**config.mk**
```make
export PLATFORM = sky130hd
export DESIGN_NAME = lm_sm_seq
export DESIGN_NICKNAME = d
export VERILOG_FILES = /design/src/rtl/lm_sm_seq.sv
export SDC_FILE = /design/constraint.sdc
export NUM_CORES = 1
export LEC_CHECK = 0
export CORE_ASPECT_RATIO = 1.75
export CORE_MARGIN = 1
export CORE_UTILIZATION = 35
export CTS_CLUSTER_DIAMETER = 150
export CTS_CLUSTER_SIZE = 12
export DETAILED_ROUTE_END_ITERATION = 12
export PLACE_DENSITY = 0.68
export SLEW_MARGIN = 25
export SYNTH_ARGS = -nofsm -noshare
export SYNTH_HDL_FRONTEND = slang
export SYNTH_SLANG_ARGS = --single-unit
```
**constraint.sdc**
```tcl
create_clock -name clk -period 5.5 [get_ports clk]
set_clock_uncertainty 0.05 [all_clocks]
set_input_delay 0.825 -clock clk [delete_from_list [all_inputs] [get_ports clk]]
set_output_delay 0.825 -clock clk [all_outputs]
set_load 0.05 [all_outputs]
```
**src/rtl/lm_sm_seq.sv**
```systemverilog
// Load-multiple / store-multiple sequencer: expands an 8-bit register list into
// one single-register micro-op per set bit, stalling fetch/decode meanwhile.
module lm_sm_seq (
  input  logic        clk,
  input  logic        rst,
  input  logic        start,
  input  logic        is_lm,
  input  logic        is_sm,
  input  logic [7:0]  reg_list,
  input  logic [2:0]  base_reg,
  input  logic        hold,
  input  logic        flush,
  output logic        stall,
  output logic        uop_valid,
  output logic [2:0]  uop_reg,
  output logic [2:0]  uop_base,
  output logic [15:0] uop_offset,
  output logic        uop_reg_write,
  output logic        uop_mem_rd,
  output logic        uop_mem_write,
  output logic        uop_last,
  output logic        done
);

  typedef enum logic [0:0] {StIdle, StIssue} state_e;

  state_e     state_q, state_d;
  logic [7:0] mask_q, mask_d;
  logic [2:0] offset_q, offset_d;
  logic       mode_lm_q, mode_lm_d;
  logic [2:0] base_q, base_d;

  logic       issue;
  logic       accept;
  logic       single;
  logic [2:0] low_idx;

  assign issue  = (state_q == StIssue);
  assign accept = start & (is_lm ^ is_sm) & (reg_list != 8'd0) & ~flush;
  assign single = (mask_q != 8'd0) && ((mask_q & (mask_q - 8'd1)) == 8'd0);

  // Scan downwards so the lowest set bit wins.
  always_comb begin
    low_idx = 3'd0;
    for (int i = 7; i >= 0; i--) begin
      if (mask_q[i]) low_idx = 3'(i);
    end
  end

  always_comb begin
    state_d   = state_q;
    mask_d    = mask_q;
    offset_d  = offset_q;
    mode_lm_d = mode_lm_q;
    base_d    = base_q;
    unique case (state_q)
      StIdle: begin
        if (accept) begin
          state_d   = StIssue;
          mask_d    = reg_list;
          offset_d  = 3'd0;
          mode_lm_d = is_lm;
          base_d    = base_reg;
        end
      end
      StIssue: begin
        if (flush) begin
          state_d  = StIdle;
          mask_d   = 8'd0;
          offset_d = 3'd0;
        end else if (!hold) begin
          mask_d   = mask_q & (mask_q - 8'd1);
          offset_d = offset_q + 3'd1;
          if (single) state_d = StIdle;
        end
      end
      default: state_d = StIdle;
    endcase
  end

  always_comb begin
    stall         = issue;
    uop_valid     = issue & ~flush;
    uop_reg       = 3'd0;
    uop_base      = 3'd0;
    uop_offset    = 16'd0;
    uop_reg_write = 1'b0;
    uop_mem_rd    = 1'b0;
    uop_mem_write = 1'b0;
    uop_last      = 1'b0;
    done          = 1'b0;
    if (uop_valid) begin
      uop_reg       = low_idx;
      uop_base      = base_q;
      uop_offset    = {13'd0, offset_q};
      uop_reg_write = mode_lm_q;
      uop_mem_rd    = mode_lm_q;
      uop_mem_write = ~mode_lm_q;
      uop_last      = single;
      done          = single & ~hold;
    end
  end

  always_ff @(posedge clk or negedge rst) begin
    if (!rst) begin
      state_q   <= StIdle;
      mask_q    <= 8'd0;
      offset_q  <= 3'd0;
      mode_lm_q <= 1'b0;
      base_q    <= 3'd0;
    end else begin
      state_q   <= state_d;
      mask_q    <= mask_d;
      offset_q  <= offset_d;
      mode_lm_q <= mode_lm_d;
      base_q    <= base_d;
    end
  end

endmodule

```
==> metrics.yaml <==
r2r_setup_slack_ps: 3540
clk_path_buf_depth: 2
status: "finished clean"
htree_levels: 1
wire_per_inst_um: 13.4
holdCritPathClass: "register to register"
vias: 948
cts_inserted_buffers: 3
total_power_mw: 0.550
clkLatencyLatePin_ps: 240
synth_area_um2: 1100
hold_start: "offset_q[0]"
die_area_um2: 3390
power_frac_clock_pct: 19.0
switchingPower_mw: 0.233
yosysUniqueCellTypes: 37
power_per_cell_area_nw_per_um2: 381
max_stage_delay_ps: 840
place_ws_ps: 1470
num_rows: 26
startpoint: "flush"
viasPerCell: 4.96
drt_iter0_drc: 22
max-vdd-ir-drop_uv: 209
final_util_pct: 48.7
end_kind: "output port"
cp-start-kind: "input port"
swShare_pct: 42.3
holdBufCountCts: 0
cts.sinks: 16
slew_headroom_pct: 52.4
timing.final.crit_share_pct: 73.4
dpl_cell_area_um2: 1390
root_buffer: "clkbuf_8"
synth_top_flop_cell: "dfrtp_1"
synth-edff-count: 0
core_um2: 2960
tightest_slew_ps: 712
syn_inst: 121
p_seq_share_pct: 35.6
arrival_ps: 3160
p_int_mw: 0.317
setup_ws_ps: 1460
syn_to_final_growth_pct: 30.5
p_comb_share_pct: 45.4
drive_gt1_share_pct: 11.4
grt_pass1_vias: 935
grt_overflow: 0
min_delay_path_depth: 1
nets: 169
rsz0062_at_grt: "no"
cp.buffers_inverters: 3
diodes: 0
grt_first_pass_wirelength_mm: 4.17
drtAntennaViolNets: 0
start_util_pct: 37.3
critPathMaxFanout: 14
ios: 47
die_h_um: 76.3
crit_chain: "clkdlybuf4s50_1 -> or2b_2 -> inv_1 -> nand2_1 -> nor4_1 -> clkdlybuf4s50_1"
cts_tree: "built"
path_common_cell: "clkdlybuf4s50_1"
final_area_um2: 1440
gp_congestion: 0.809
finalHoldViolations: 0
postSynthAreaPerCell_um2: 9.13
cts_resized: 0
grt_max_degree: 17
path_clk_slew_ps: 70
synth_seq_area_share_pct: 36.2
setup_viol: 0
path_depth: 6
detail_route.wirelength_mm: 2.55
period_minus_slack_ps: 4040
portBuffers: 33
yosysWarningCount: 0
max-cap-violations: 0
die_w_um: 44.5
cts_setup_buffers: 0
p_leak_nw: 0.595
hpwl_mm: 1.96
antenna_found_initial: 0
drcViolationCount: 0
maxSlewViolCount: 0
crit_family: "buffers and inverters"
r2r-start: "stall"
grt_use_total_pct: 16.0
timing.rr.end: "mask_q[3]"
synth-seq-cells: 16
async_flop_share_pct: 100
worst_ep_required_time_ps: 4620
criticalPathCategory: "input port to output port"
r2r_cells: 5
fmax_mhz: 248
critical_path.slowest_cell: "clkdlybuf4s50_1"
tns_ps: 0
hold-path-endpoint: "offset_q[0]"
dr.pass1.iters: 4
[synthesized netlist by cell type, drive strengths merged (2+ instances only)]
library cell | instances | area (um2)
buf | 20 | 146
dfrtp | 16 | 400
o21ai | 11 | 58.8
a22o | 8 | 70.1
nand2 | 8 | 30.0
and2 | 7 | 45.1
a21oi | 6 | 33.8
inv | 5 | 18.8
nor2 | 5 | 18.8
nor3 | 5 | 25.0
mux2 | 4 | 45.0
nor4 | 3 | 18.8
clkbuf | 2 | 7.51
nand2b | 2 | 12.5
o21bai | 2 | 15.0
[registers in the layout (all words and copies together) (netlist names)]
| signal | cells |
|---|---|
| base_q | 3 |
| mask_q | 8 |
| mode_lm_q | 1 |
| offset_q | 3 |
| stall | 1 |
[per-stage QoR]
step                hold slack (ps)  std cells
finish                          456        191
global route                    472        191
global placement                430        187
detailed placement              445        187
floorplan                       411        133
CTS                             461        191
[layout by cell type, fill, tap and decap left out, drive strengths merged, types with 2 or more instances in the layout]
cell type,synthesis,routed
mux2,4,4
nor3,5,5
a22o,8,8
conb,1,13
nor2,5,5
and2,7,7
clkdlybuf4s50,0,33
inv,5,5
clkbuf,2,4
nand2,8,8
a21oi,6,6
nand2b,2,2
o21ai,11,11
nor4,3,3
o21bai,2,2
dfrtp,16,16
[worst max path at each step]
stage | to | slack (ps)
global placement | uop_reg[2] | 1490
global route | uop_reg[2] | 1360
CTS | uop_reg[2] | 1470
detailed placement | uop_reg[2] | 1470
finish | uop_reg[2] | 1460
floorplan | uop_reg[2] | 1830
[area by class of cell]
cell class	instances	area (um2)
Fill cell	292	1520
Timing Repair Buffer	34	338
Tap cell	42	52.6
Inverter	5	18.8
Multi-Input combinational cell	90	577
Sequential cell	16	400
Clock buffer	4	55.1
[power by group through the flow]
stage	sequential, mW	clock (mW)	combinational [mW]
2_1_floorplan	0.183	0	0.215
3_3_place_gp	0.196	0	0.243
3_5_place_dp	0.198	0	0.249
4_1_cts	0.196	0.106	0.251
5_1_grt	0.202	0.110	0.272
6_report	0.196	0.104	0.249
[kinds of logic (layout without fill, tap and decap cells)]
kind of cell	Yosys count	count (layout)	share of synthesized area [%]
compound gates	31	31	20.5
xor+xnor	2	2	1.59
fa+ha+maj	2	2	2.04
buf+inv	27	43	15.6
flops	16	16	36.2
mux	5	5	4.98
other cells	1	13	0.339
simple gates	37	37	18.7
[worst register-to-register path: stages, from the launching register on]
cell and delay, ps:
dfrtp_1 410, nor4b_1 300, buf_4 230, a22o_1 400, o21ai_0 230, a22o_1 220
[routing by layer]
metal  up-vias  global-route usage [%]  routed length, um
li1        452                       -                  -
met1       460                    19.0               1050
met2        32                    27.4               1350
met3         4                    3.08                113
met4         0                    6.06                 38
met5         -                       0                  0
(Power assumes the default switching activity.)
==> edit (same settings) <==
Make the reset (`rst`) synchronous in one clocked block.
--- a/src/rtl/lm_sm_seq.sv
+++ b/src/rtl/lm_sm_seq.sv
@@ -101,7 +101,7 @@
     end
   end
 
-  always_ff @(posedge clk or negedge rst) begin
+  always_ff @(posedge clk) begin
     if (!rst) begin
       state_q   <= StIdle;
       mask_q    <= 8'd0;
Check against the original RTL: differs if rst is asserted again (counterexample within 4 cycles, from zero or initial values and one cycle with rst low); with rst held inactive, the same outputs for 10 cycles.
==> edit against the unedited design <==
- the flow now finishes with violations (DRC)
- cell area shrank 4.7%
- wire length grew 7.6%
- sequential cell count is the same
- via count grew 9.7%
- synthesized area shrank 5.2%
- utilization grew 0.66 points
- setup slack gained 0.15 ns
- highest routed layer unchanged
Power is not compared: it rests on default switching activity, and its combinational part moved more than twofold at a synthesized area within 25%.
==> edit: results (changes against the unedited design) <==
Initial DRT Pass Iterations = 10 (+6)
WP data arrival = 3.02 ns (-0.14 ns)
Number of stages on the worst hold path = 2 (+1)
R2r worst-path depth = 5 (unchanged)
Dpl cell area = 1333 µm² (-3.9%)
CTS root buffer = clkbuf_8
Clock Path Buffers = 2 (unchanged)
DR vias/cell = 5.445 (+9.7%)
# nets final = 185 (+9.5%)
Slew @ Worst Pin = 0.8734 ns (+0.1611 ns)
Synth area leaders = dfxtp_1 31%, buf_4 10%, a21oi_1 6.7%
First DRT Iteration DRCs = 34 (+55%)
Top flop regs = mask_q: 8 flops, base_q: 3 flops, offset_q: 3 flops
Ant. Diodes = 0 (unchanged)
Synth warnings = 0 (unchanged)
Failing checks = DRC
Clock Latency Late Sink = 0.25 ns
Synthesized flop and latch total = 16 (unchanged)
Unique masters post-synth = 35 (-5.4%)
Post-CTS Setup Inserts = 0 (unchanged)
Placer Congestion = 0.8107 (+0.16%)
Resized cells post-CTS = 0 (unchanged)
Initial antenna violation count = 0 (unchanged)
Worst vdd ir = 0.0001403 V
Clock Pin Slew Worst Setup and Hold Paths = 0.06 ns
Number of global-route vias before repair = 1023 (+9.4%)
HP Class = reg2reg
Top_reg_cell synth = dfxtp_1
Status = finished with violations
First-pass GRT wire length = 4422 µm (+5.9%)
Critical path fanouts, max = 15 (+1)
Overflow after GRT = 0 (unchanged)
Number of I/O port buffers = 33 (unchanged)
Asr flop ratio synth = 0 (-1.000)
Largest net degree at the start of global routing = 16 (-1)
Dpl hpwl = 2161 µm (+10%)
Share of layout cells above drive strength 1 = 0.06707 (-0.04702)
Total track usage = 0.1807 (+0.02031)
Leak Pwr = 0.5589 nW
Synth top cells by count = 16 x dfxtp_1, 14 x a21oi_1, 14 x buf_4, 13 x nor2_1, 9 x nand2_1
TritonCTS Buffers = 3 (unchanged)
Register area share after synthesis = 0.3059 (-0.05655)
Drc violations = 2 (+2)
WL final = 2745 µm (+7.6%)
H-tree depth = 1 (unchanged)
edit: cell type report:
type,instances,area [µm²]
Fill cell,275,1410
Multi-Input combinational cell,106,621.8
Timing Repair Buffer,34,337.8
Sequential cell,16,320.3
Clock buffer,3,41.29
Tap cell,27,33.78
Inverter,5,18.77
edit: final timing paths:
path | startpoint | endpoint | slack, ns
max | flush | uop_mem_rd | 1.61
max reg2reg | stall | offset_q[2] | 3.53
min | offset_q[1] | offset_q[1] | 0.43
min reg2reg | offset_q[1] | offset_q[1] | 0.43
edit: metal layers:
layer | part of all wire | up-vias | routed length, µm | global-route usage
met4 | 0.035 | 0 | 95 | 0.09375
met3 | 0.051 | 11 | 139 | 0.03155
li1 | - | 506 | - | -
met2 | 0.55 | 43 | 1517 | 0.3552
met1 | 0.36 | 480 | 993 | 0.1713
met5 | 0 | - | 0 | 0
edit: cells by family after synthesis:
kind of cell / count (synthesis) / share of synthesized area
AND/OR/NAND/NOR: 53 / 0.2796
adder cells (fa/ha/maj): 2 / 0.02150
AO/OA/AOI/OAI: 31 / 0.1816
flip-flops: 16 / 0.3059
XOR/XNOR: 2 / 0.01673
multiplexers: 5 / 0.04779
buffers and inverters: 26 / 0.1434
other: 1 / 0.003581
edit: critical path, stage by stage:
cell and delay [ns]:
clkdlybuf4s50_1 0.43, inv_1 0.10, nand2_1 0.23, inv_1 0.41
and2_1 0.21, clkdlybuf4s50_1 0.81
edit: metrics by stage:
step	setup slack (ns)	power [mW]	util	hold WS, ns	instances
6_report	1.610	0.2923	0.4935	0.4280	191
5_1_grt	1.458	0.3039	0.4935	0.4439	191
4_1_cts	1.630	0.2915	0.4935	0.4323	191
3_5_place_dp	1.647	0.2045	0.4787	0.4232	188
3_3_place_gp	1.675	0.2028	0.4787	0.4106	188
2_1_floorplan	2.100	0.1877	-	0.3940	148
edit: where the power goes:
part,leakage (nW),switching [mW],internal (mW)
combinational,0.408,0.0493,0.0279
sequential,0.130,0.00546,0.120
clock,0.0216,0.0411,0.0486
total,0.559,0.0959,0.196
